## config.mk

```make
export PLATFORM = sky130hd
export DESIGN_NAME = alarm_channel_scheduler
export DESIGN_NICKNAME = d
export VERILOG_FILES = /design/src/rtl/alarm_channel_scheduler.sv
export SDC_FILE = /design/constraint.sdc
export NUM_CORES = 1
export LEC_CHECK = 0
export BUFFER_PORTS_ARGS = -buffer_cell sky130_fd_sc_hd__buf_2
export CORE_MARGIN = 3
export CORE_UTILIZATION = 35
export DETAILED_ROUTE_END_ITERATION = 7
export GPL_TIMING_DRIVEN = 0
export SYNTH_ARGS = -nofsm -noshare
export SYNTH_HDL_FRONTEND = slang
export SYNTH_SLANG_ARGS = --single-unit
```

## constraint.sdc

```tcl
create_clock -name clk -period 6.5 [get_ports clk]
set_input_delay 0.325 -clock clk [delete_from_list [all_inputs] [get_ports clk]]
set_output_delay 0.325 -clock clk [all_outputs]
set_load 0.05 [all_outputs]
```

## src/rtl/alarm_channel_scheduler.sv

```systemverilog
// Multi-channel countdown alarm scheduler: NUM_CH centisecond alarms share one decrementer
// that sweeps the channels once per tick; debounced button commands act on the selected channel.
module alarm_channel_scheduler #(
  parameter int NUM_CH  = 4,
  parameter int CLK_HZ  = 50_000_000,
  parameter int TICK_HZ = 100,
  parameter int WIDTH   = 16
) (
  input  logic                      clk,
  input  logic                      reset,
  input  logic [$clog2(NUM_CH)-1:0] sel,
  input  logic [8:0]                load_val,
  input  logic                      btn_load,
  input  logic                      btn_startstop,
  input  logic                      btn_clear,
  output logic [WIDTH-1:0]          disp_value,
  output logic                      disp_flash,
  output logic                      buzzer_on,
  output logic [NUM_CH-1:0]         running,
  output logic [NUM_CH-1:0]         expired
);
  localparam int PW    = $clog2(NUM_CH);
  localparam int PRESC = CLK_HZ / TICK_HZ;
  localparam int CW    = (PRESC > 1) ? $clog2(PRESC) : 1;
  localparam logic [CW-1:0]    PRESC_LAST = CW'(PRESC - 1);
  localparam logic [PW-1:0]    P_LAST     = PW'(NUM_CH - 1);
  localparam logic [WIDTH-1:0] CS_PER_S   = WIDTH'(100);
  localparam int B_SS  = 0;
  localparam int B_LD  = 1;
  localparam int B_CLR = 2;

  typedef enum logic [1:0] {IDLE = 2'd0, RUN = 2'd1, PAUSE = 2'd2, EXPIRED = 2'd3} ch_state_e;

  if (PRESC < NUM_CH + 1) begin : g_presc_check
    $error("CLK_HZ/TICK_HZ must be at least NUM_CH+1 so each sweep ends before the next tick");
  end

  logic [2:0]       btn_raw_s;
  logic [2:0]       sync1_q, sync2_q, hist_q, armed_q, armed_d, press_s;
  logic [1:0]       settle_q, settle_d;
  logic             settle_done_s;
  logic [CW-1:0]    presc_q;
  logic             tick_s;
  logic             sweep_q;
  logic [PW-1:0]    p_q;
  logic [WIDTH-1:0] cnt_q [NUM_CH];
  logic [WIDTH-1:0] cnt_d [NUM_CH];
  ch_state_e        st_q  [NUM_CH];
  ch_state_e        st_d  [NUM_CH];
  logic [WIDTH-1:0] load_cs_s;
  logic [WIDTH-1:0] disp_value_q, disp_value_d;
  logic             disp_flash_q, disp_flash_d, buzzer_on_q, buzzer_on_d;
  logic [NUM_CH-1:0] running_q, running_d, expired_q, expired_d;

  assign btn_raw_s = {btn_clear, btn_load, btn_startstop};

  // Button synchroniser, history sample and post-reset settle counter
  always_ff @(posedge clk or negedge reset) begin
    if (!reset) begin
      sync1_q  <= 3'b111;
      sync2_q  <= 3'b111;
      hist_q   <= 3'b111;
      armed_q  <= 3'b000;
      settle_q <= 2'd0;
    end else begin
      sync1_q  <= btn_raw_s;
      sync2_q  <= sync1_q;
      hist_q   <= sync2_q;
      armed_q  <= armed_d;
      settle_q <= settle_d;
    end
  end

  // A button only arms once a genuinely released sample has passed the synchroniser,
  // so a button held through reset cannot fire until it is released and pressed again.
  always_comb begin
    settle_done_s = (settle_q == 2'd2);
    settle_d      = settle_done_s ? settle_q : settle_q + 2'd1;
    armed_d       = armed_q | (settle_done_s ? sync2_q : 3'b000);
    press_s       = ~sync2_q & hist_q & armed_q;
  end

  assign tick_s = (presc_q == PRESC_LAST);

  // Tick prescaler and sweep pointer
  always_ff @(posedge clk or negedge reset) begin
    if (!reset) begin
      presc_q <= {CW{1'b0}};
      sweep_q <= 1'b0;
      p_q     <= {PW{1'b0}};
    end else begin
      presc_q <= tick_s ? {CW{1'b0}} : presc_q + CW'(1);
      if (tick_s) begin
        sweep_q <= 1'b1;
        p_q     <= {PW{1'b0}};
      end else if (sweep_q) begin
        sweep_q <= (p_q != P_LAST);
        p_q     <= (p_q == P_LAST) ? {PW{1'b0}} : p_q + PW'(1);
      end else begin
        sweep_q <= 1'b0;
        p_q     <= p_q;
      end
    end
  end

  // Channel state register
  always_ff @(posedge clk or negedge reset) begin
    if (!reset) begin
      for (int c = 0; c < NUM_CH; c++) begin
        cnt_q[c] <= {WIDTH{1'b0}};
        st_q[c]  <= IDLE;
      end
    end else begin
      for (int c = 0; c < NUM_CH; c++) begin
        cnt_q[c] <= cnt_d[c];
        st_q[c]  <= st_d[c];
      end
    end
  end

  assign load_cs_s = WIDTH'(load_val) * CS_PER_S;

  // Channel next state: sweep decrement first, then a command on sel overrides it
  always_comb begin
    for (int c = 0; c < NUM_CH; c++) begin
      cnt_d[c] = cnt_q[c];
      st_d[c]  = st_q[c];
      if (sweep_q && (p_q == PW'(c)) && (st_q[c] == RUN)) begin
        if (cnt_q[c] > WIDTH'(1)) begin
          cnt_d[c] = cnt_q[c] - WIDTH'(1);
        end else begin
          cnt_d[c] = {WIDTH{1'b0}};
          st_d[c]  = EXPIRED;
        end
      end else begin
        cnt_d[c] = cnt_q[c];
      end
    end
    if (press_s[B_CLR]) begin
      cnt_d[sel] = {WIDTH{1'b0}};
      st_d[sel]  = IDLE;
    end else if (press_s[B_LD]) begin
      cnt_d[sel] = load_cs_s;
      st_d[sel]  = IDLE;
    end else if (press_s[B_SS]) begin
      cnt_d[sel] = cnt_q[sel];
      case (st_q[sel])
        IDLE:    st_d[sel] = (cnt_q[sel] != {WIDTH{1'b0}}) ? RUN : IDLE;
        RUN:     st_d[sel] = PAUSE;
        PAUSE:   st_d[sel] = RUN;
        EXPIRED: st_d[sel] = EXPIRED;
        default: st_d[sel] = IDLE;
      endcase
    end else begin
      cnt_d[sel] = cnt_d[sel];
    end
  end

  // Output decode from current channel state
  always_comb begin
    disp_value_d = cnt_q[sel];
    disp_flash_d = (st_q[sel] == PAUSE) || (st_q[sel] == EXPIRED);
    for (int c = 0; c < NUM_CH; c++) begin
      running_d[c] = (st_q[c] == RUN);
      expired_d[c] = (st_q[c] == EXPIRED);
    end
    buzzer_on_d = |expired_d;
  end

  // Output register
  always_ff @(posedge clk or negedge reset) begin
    if (!reset) begin
      disp_value_q <= {WIDTH{1'b0}};
      disp_flash_q <= 1'b0;
      buzzer_on_q  <= 1'b0;
      running_q    <= {NUM_CH{1'b0}};
      expired_q    <= {NUM_CH{1'b0}};
    end else begin
      disp_value_q <= disp_value_d;
      disp_flash_q <= disp_flash_d;
      buzzer_on_q  <= buzzer_on_d;
      running_q    <= running_d;
      expired_q    <= expired_d;
    end
  end

  assign disp_value = disp_value_q;
  assign disp_flash = disp_flash_q;
  assign buzzer_on  = buzzer_on_q;
  assign running    = running_q;
  assign expired    = expired_q;

endmodule

```

==> flow_summary.toml, run 1 <==
[clock_network]
clkTransAtPathRegs_ns = 0.06
clk_latency_ns = 0.43
cts_root_buf = "clkbuf_16"
cts_buffers = 17
cts_buffer_depth = 2
cts-resized-gates = 0
cts.sinks = 134
cts.htree.levels = 4
tritoncts = "built"

[synth]
yosys_warnings = 0
synth_seq_cells = 134
yosysMostFrequentCell = "dfrtp_1"
yosys.area.top_type = "dfrtp_1"
synth_nets = 948
synth_edf_count = 0
synth_top_area_share_pct = 36.9
netlist_area_um2 = 8470
yosysSeqAreaShare_pct = 39.7
synth_common_cells = "125 x dfrtp_1, 98 x nor2_1, 77 x nand2_1, 55 x o21ai_0, 45 x ha_1"
ys.flop_type = "dfrtp_1"
ys_types = 74
async_flop_share_pct = 100
ys_top_cells_by_area = "dfrtp_1 37%, ha_1 6.6%, mux4_2 4.8%"
synthCells = 883
syn_avg_cell_area_um2 = 9.59

[global_routing]
grt_usage_pct = 21.2
grt-ovfl-total = 0
grt_first_pass_wirelength_mm = 42.5
grt_antenna_before_repair = 0
grt_max_degree = 70
grt_pass1_vias = 7299

[sta]
maxSlewHeadroom_pct = 23.6
finalSetupTns_ns = 0
finalCritPeriodShare_pct = 55.2
setup_viol_count_final = 0
worst_slew_pin_slew_ns = 1.14
rsz0062_at_grt = "no"
timing.fmax_ghz = 0.279
slew_violations = 0
hold_viol = 0
skew_ns = 0.00849
finalCriticalPeriod_ns = 3.59

[critical_path]
crit-reg2reg-launch = "sweep_q"
cp-end-kind = "flip-flop"
cp_max_fo = 10
critPathLaunchType = "flip-flop"
critPathArrivalTime_ns = 3.85
path_class = "flip-flop to flip-flop"
cp-startpoint = "sweep_q"
crit_required_ns = 6.76
r2r_slack_ns = 2.91

[floorplan]
core_area_um2 = 23600
dieWidth_um = 162
dieHeight_um = 162
io_pins = 42
initial_core_util_pct = 35.9
die_area_um2 = 26100
row_count = 56

[drt]
ant_nets = 0
vias = 7607
initialDrtViolationCount = 770
drtPass1Iterations = 6
drt-total-wl_mm = 27.6
wire_per_inst_um = 21.6
remaining_drc_errors = 0
vias_per_cell = 5.95

[pwr]
powerDensity_nw_per_um2 = 321
ir_drop_mv = 0.162
p_leak_nw = 4.12

[layout]
fin_nets = 1011
final_cell_count_no_fill = 1278
antenna_cells = 0
syn2layout_area_growth_pct = 15.7
drive_gt1_share_pct = 12.4

[flow_run]
max_cap_violations = 0

[placement]
place_hpwl_mm = 21.2
dpl.cell_count = 1242
gp_congestion = 1.01
io_buffers = 39

[hold_path]
min_from = "load_val[1]"
hold_class = "primary input to flip-flop"

[outcome]
outcome = "complete, no violations"
==> cells by family after synthesis <==
group,after synthesis,share of synthesized area [%]
xor+xnor,70,7.24
fa+ha+maj,49,7.59
flops,134,39.7
mux,24,5.76
compound gates,210,17.2
simple gates,342,20.0
buf+inv,54,2.45
==> power breakdown <==
part | switching [W] | leakage, nW | internal [W] | total, W
combinational | 0.000589 | 2.10 | 0.000319 | 0.000908
sequential | 0.000171 | 1.71 | 0.000961 | 0.00113
clock | 0.000389 | 0.310 | 0.000719 | 0.00111
==> timing repair <==
action | CTS | global route
endpoints found under the hold margin | 62 | 0
buffers inserted | 0 | 0
hold buffers | 4 | 0
==> worst max-delay path: stages, from the launching register on <==
cell and delay [ns]:
dfrtp_1 0.33, clkbuf_1 0.39, nand4b_1 0.31, nor3_1 0.62, nand2_1 0.44, a32oi_1 0.41
o31ai_1 0.13, o31ai_1 0.56, o21ai_0 0.24
==> layout make-up <==
class,instances,area [µm²]
plain buffers,27,106
flip-flops and latches,134,3360
multi-input cells,695,4900
clock inverters,13,229
repair buffers,44,269
inverters,27,101
clock buffers,19,433
fillers,2324,13800
well taps,319,399
==> path summary, 6_finish.rpt <==
path	end	depth (start not counted)
worst max register to register	cnt_q[2]	8
max in group asynchronous	cnt_q[25]	3
min in group asynchronous	running[1]	2
worst min register to register	sync2_q[0]	0
worst max-delay path	cnt_q[2]	8
worst min-delay path	cnt_q[19]	3
==> registers in the layout (all words and copies together), names as in the netlist <==
name / cells
armed_q: 3
disp_value: 16
p_q: 2
sweep_q: 1
st_q: 8
sync1_q: 3
running: 4
disp_flash: 1
presc_q: 19
buzzer_on: 1
hist_q: 3
cnt_q: 64
settle_q: 2
sync2_q: 3
expired: 4
==> layer usage <==
metal,GRT usage (%),share of wire [%]
met5,0,0
met2,32.6,44
met4,6.96,2.9
met1,29.2,43
met3,5.59,10
==> metrics by stage <==
step	hold slack (ns)	instance area [µm²]	power, W	worst slack [ns]	utilization, %
4_1_cts	0.284	9800	0.00313	2.97	41.5
3_5_place_dp	0.348	9100	0.00201	2.73	38.5
5_1_grt	0.320	9800	0.00327	2.51	41.5
3_3_place_gp	0.345	9060	0.00201	2.70	38.4
6_report	0.293	9800	0.00315	2.91	41.5
2_1_floorplan	0.0294	8470	0.00171	3.29	-
==> cells in the final DEF, fill, tap and decap left out, types with 18 or more instances in the layout <==
cell      count
nor3_1       29
clkbuf_1     25
xor2_1       32
nand2_1      77
inv_1        27
dfrtp_1     125
xnor2_1      38
a21oi_1      25
nor4_1       22
buf_2        42
nor2_1       98
mux4_2       18
o21ai_0      55
nand3_1      29
ha_1         45
No activity file was read; power rests on OpenSTA's default activity.
==> run 2: changes to the inputs <==
- clock period: 6.5 -> 3.4 ns (I/O delays scaled with it)
==> flow_summary.toml, run 2 (same netlist as run 1, synthesis figures left out) <==
[sta]
slew_violations = 0
skew_ns = 0.00821
finalSetupTns_ns = 0
setup_viol_count_final = 0
rsz0062_at_grt = "no"
hold_viol = 0
finalCritPeriodShare_pct = 97.6
maxSlewHeadroom_pct = 27.1
worst_slew_pin_slew_ns = 1.09
finalCriticalPeriod_ns = 3.32
timing.fmax_ghz = 0.301

[floorplan]
die_area_um2 = 26100
io_pins = 42
dieHeight_um = 162
row_count = 56
core_area_um2 = 23600
initial_core_util_pct = 35.9
dieWidth_um = 162

[critical_path]
r2r_slack_ns = 0.08
cp_max_fo = 5
worst-path-buf-inv = 0
crit_required_ns = 3.71
critPathMaxStageDelay_ns = 0.89
worst_path_max_delay_cell = "nor3_1"
path_cells = "or4_1 > nand2b_1 > nor3_1 > nor2_1 > a22oi_1 > o21a_1 > o21ai_0"
cp-end-kind = "flip-flop"
r2r_cells = 7
critPathArrivalTime_ns = 3.63
crit-reg2reg-launch = "cnt_q[57]"
critPathLaunchType = "flip-flop"
path_delay_family = "simple AND/OR/NAND/NOR gates"
reg2reg_to = "cnt_q[8]"
path_class = "flip-flop to flip-flop"

[clock_network]
tritoncts = "built"
cts_buffers = 17
cts.sinks = 134
cts_root_buf = "clkbuf_16"
clkTransAtPathRegs_ns = 0.06
cts.htree.levels = 4
cts_buffer_depth = 2
clk_latency_ns = 0.43

[hold_path]
min_from = "load_val[1]"
hold_class = "primary input to flip-flop"
holdPathEnd = "cnt_q[19]"
hold_depth = 3

[global_routing]
grt_pass1_vias = 7296
grt-ovfl-total = 0
grt_usage_pct = 21.2
grt_antenna_before_repair = 0
grt_first_pass_wirelength_mm = 42.5
grt_max_degree = 70

[drt]
highest_layer = "met4"
remaining_drc_errors = 0
drt-total-wl_mm = 27.6
wl_met2_mm = 12.3
drt-met1-wl_mm = 11.7
drtPass1Iterations = 8
ant_nets = 0
vias = 7663
wl_met3_mm = 2.97
wire_per_inst_um = 21.6
initialDrtViolationCount = 723
vias_per_cell = 6.00

[placement]
io_buffers = 39
gp_congestion = 1.01
place_hpwl_mm = 21.2

[layout]
nFillCells = 2321
final_cell_mix = "125 x dfrtp_1, 98 x nor2_1, 77 x nand2_1"
antenna_cells = 0
fin_nets = 1011
final_common_cell = "dfrtp_1"
fin_util_pct = 41.6
multi_input_area_um2 = 4930
largest_register_ffs = 64
drive_gt1_share_pct = 12.9
largest-register = "cnt_q"
syn2layout_area_growth_pct = 16.1
ff_latch_area_um2 = 3360

[pwr]
ir_drop_mv = 0.313
p_leak_nw = 4.14
powerDensity_nw_per_um2 = 613

[outcome]
outcome = "complete, no violations"

[flow_run]
max_cap_violations = 0
run 2: worst reg2reg max path, stage by stage, from the launching register on:
cell and delay [ns]:
dfrtp_1 0.45, or4_1 0.63, nand2b_1 0.28, nor3_1 0.89, nor2_1 0.20, a22oi_1 0.41
o21a_1 0.25, o21ai_0 0.10
run 2: stage by stage:
stage          area, µm²  instances  worst slack, ns  hold WS [ns]  power [W]
4_1_cts             9810       1278          0.00858         0.129    0.00599
3_5_place_dp        9100       1242           -0.211         0.229    0.00385
5_1_grt             9830       1278           0.0207         0.165    0.00627
2_1_floorplan       8470        883            0.346        -0.126    0.00327
6_report            9830       1278           0.0822         0.133    0.00603
3_3_place_gp        9060       1241           -0.247         0.276    0.00383
run 2: layer usage:
metal	vias to the layer above	track usage (%)
met3	59	5.67
met5	-	0
li1	3446	-
met1	3723	29.2
met2	435	32.6
met4	0	7.00
run 2: how the worst max path moves through the flow:
stage	end	depth (start not counted)	start	slack, ns
after floorplan	cnt_q[14]	11	load_val[2]	0.35
after global placement	cnt_q[30]	12	load_val[2]	-0.25
after detailed placement	cnt_q[46]	12	load_val[2]	-0.21
after CTS	cnt_q[2]	8	cnt_q[26]	0.009
after global routing	cnt_q[2]	8	cnt_q[36]	0.02
final	cnt_q[8]	7	cnt_q[57]	0.08
run 2: final cells by class:
type,count,area share (%)
repair buffers,45,2.81
well taps,319,4.06
clock inverters,13,2.33
flip-flops and latches,134,34.2
clock buffers,19,4.40
multi-input cells,695,50.1
inverters,27,1.03
plain buffers,26,1.04
run 2: where the power goes:
| part | internal, W | total [W] | switching [W] |
|---|---|---|---|
| Sequential | 0.00184 | 0.00216 | 0.000323 |
| Combinational | 0.000616 | 0.00175 | 0.00113 |
| Clock | 0.00137 | 0.00212 | 0.000745 |
run 2: repair_timing:
action / CTS / global route
hold buffers: 4 / 0
hold endpoints to repair: 62 / 0
buffers inserted: 0 / 1
endpoints found under the setup margin: 7 / 12
resized for setup: 2 / 3
pin swaps: 0 / 1
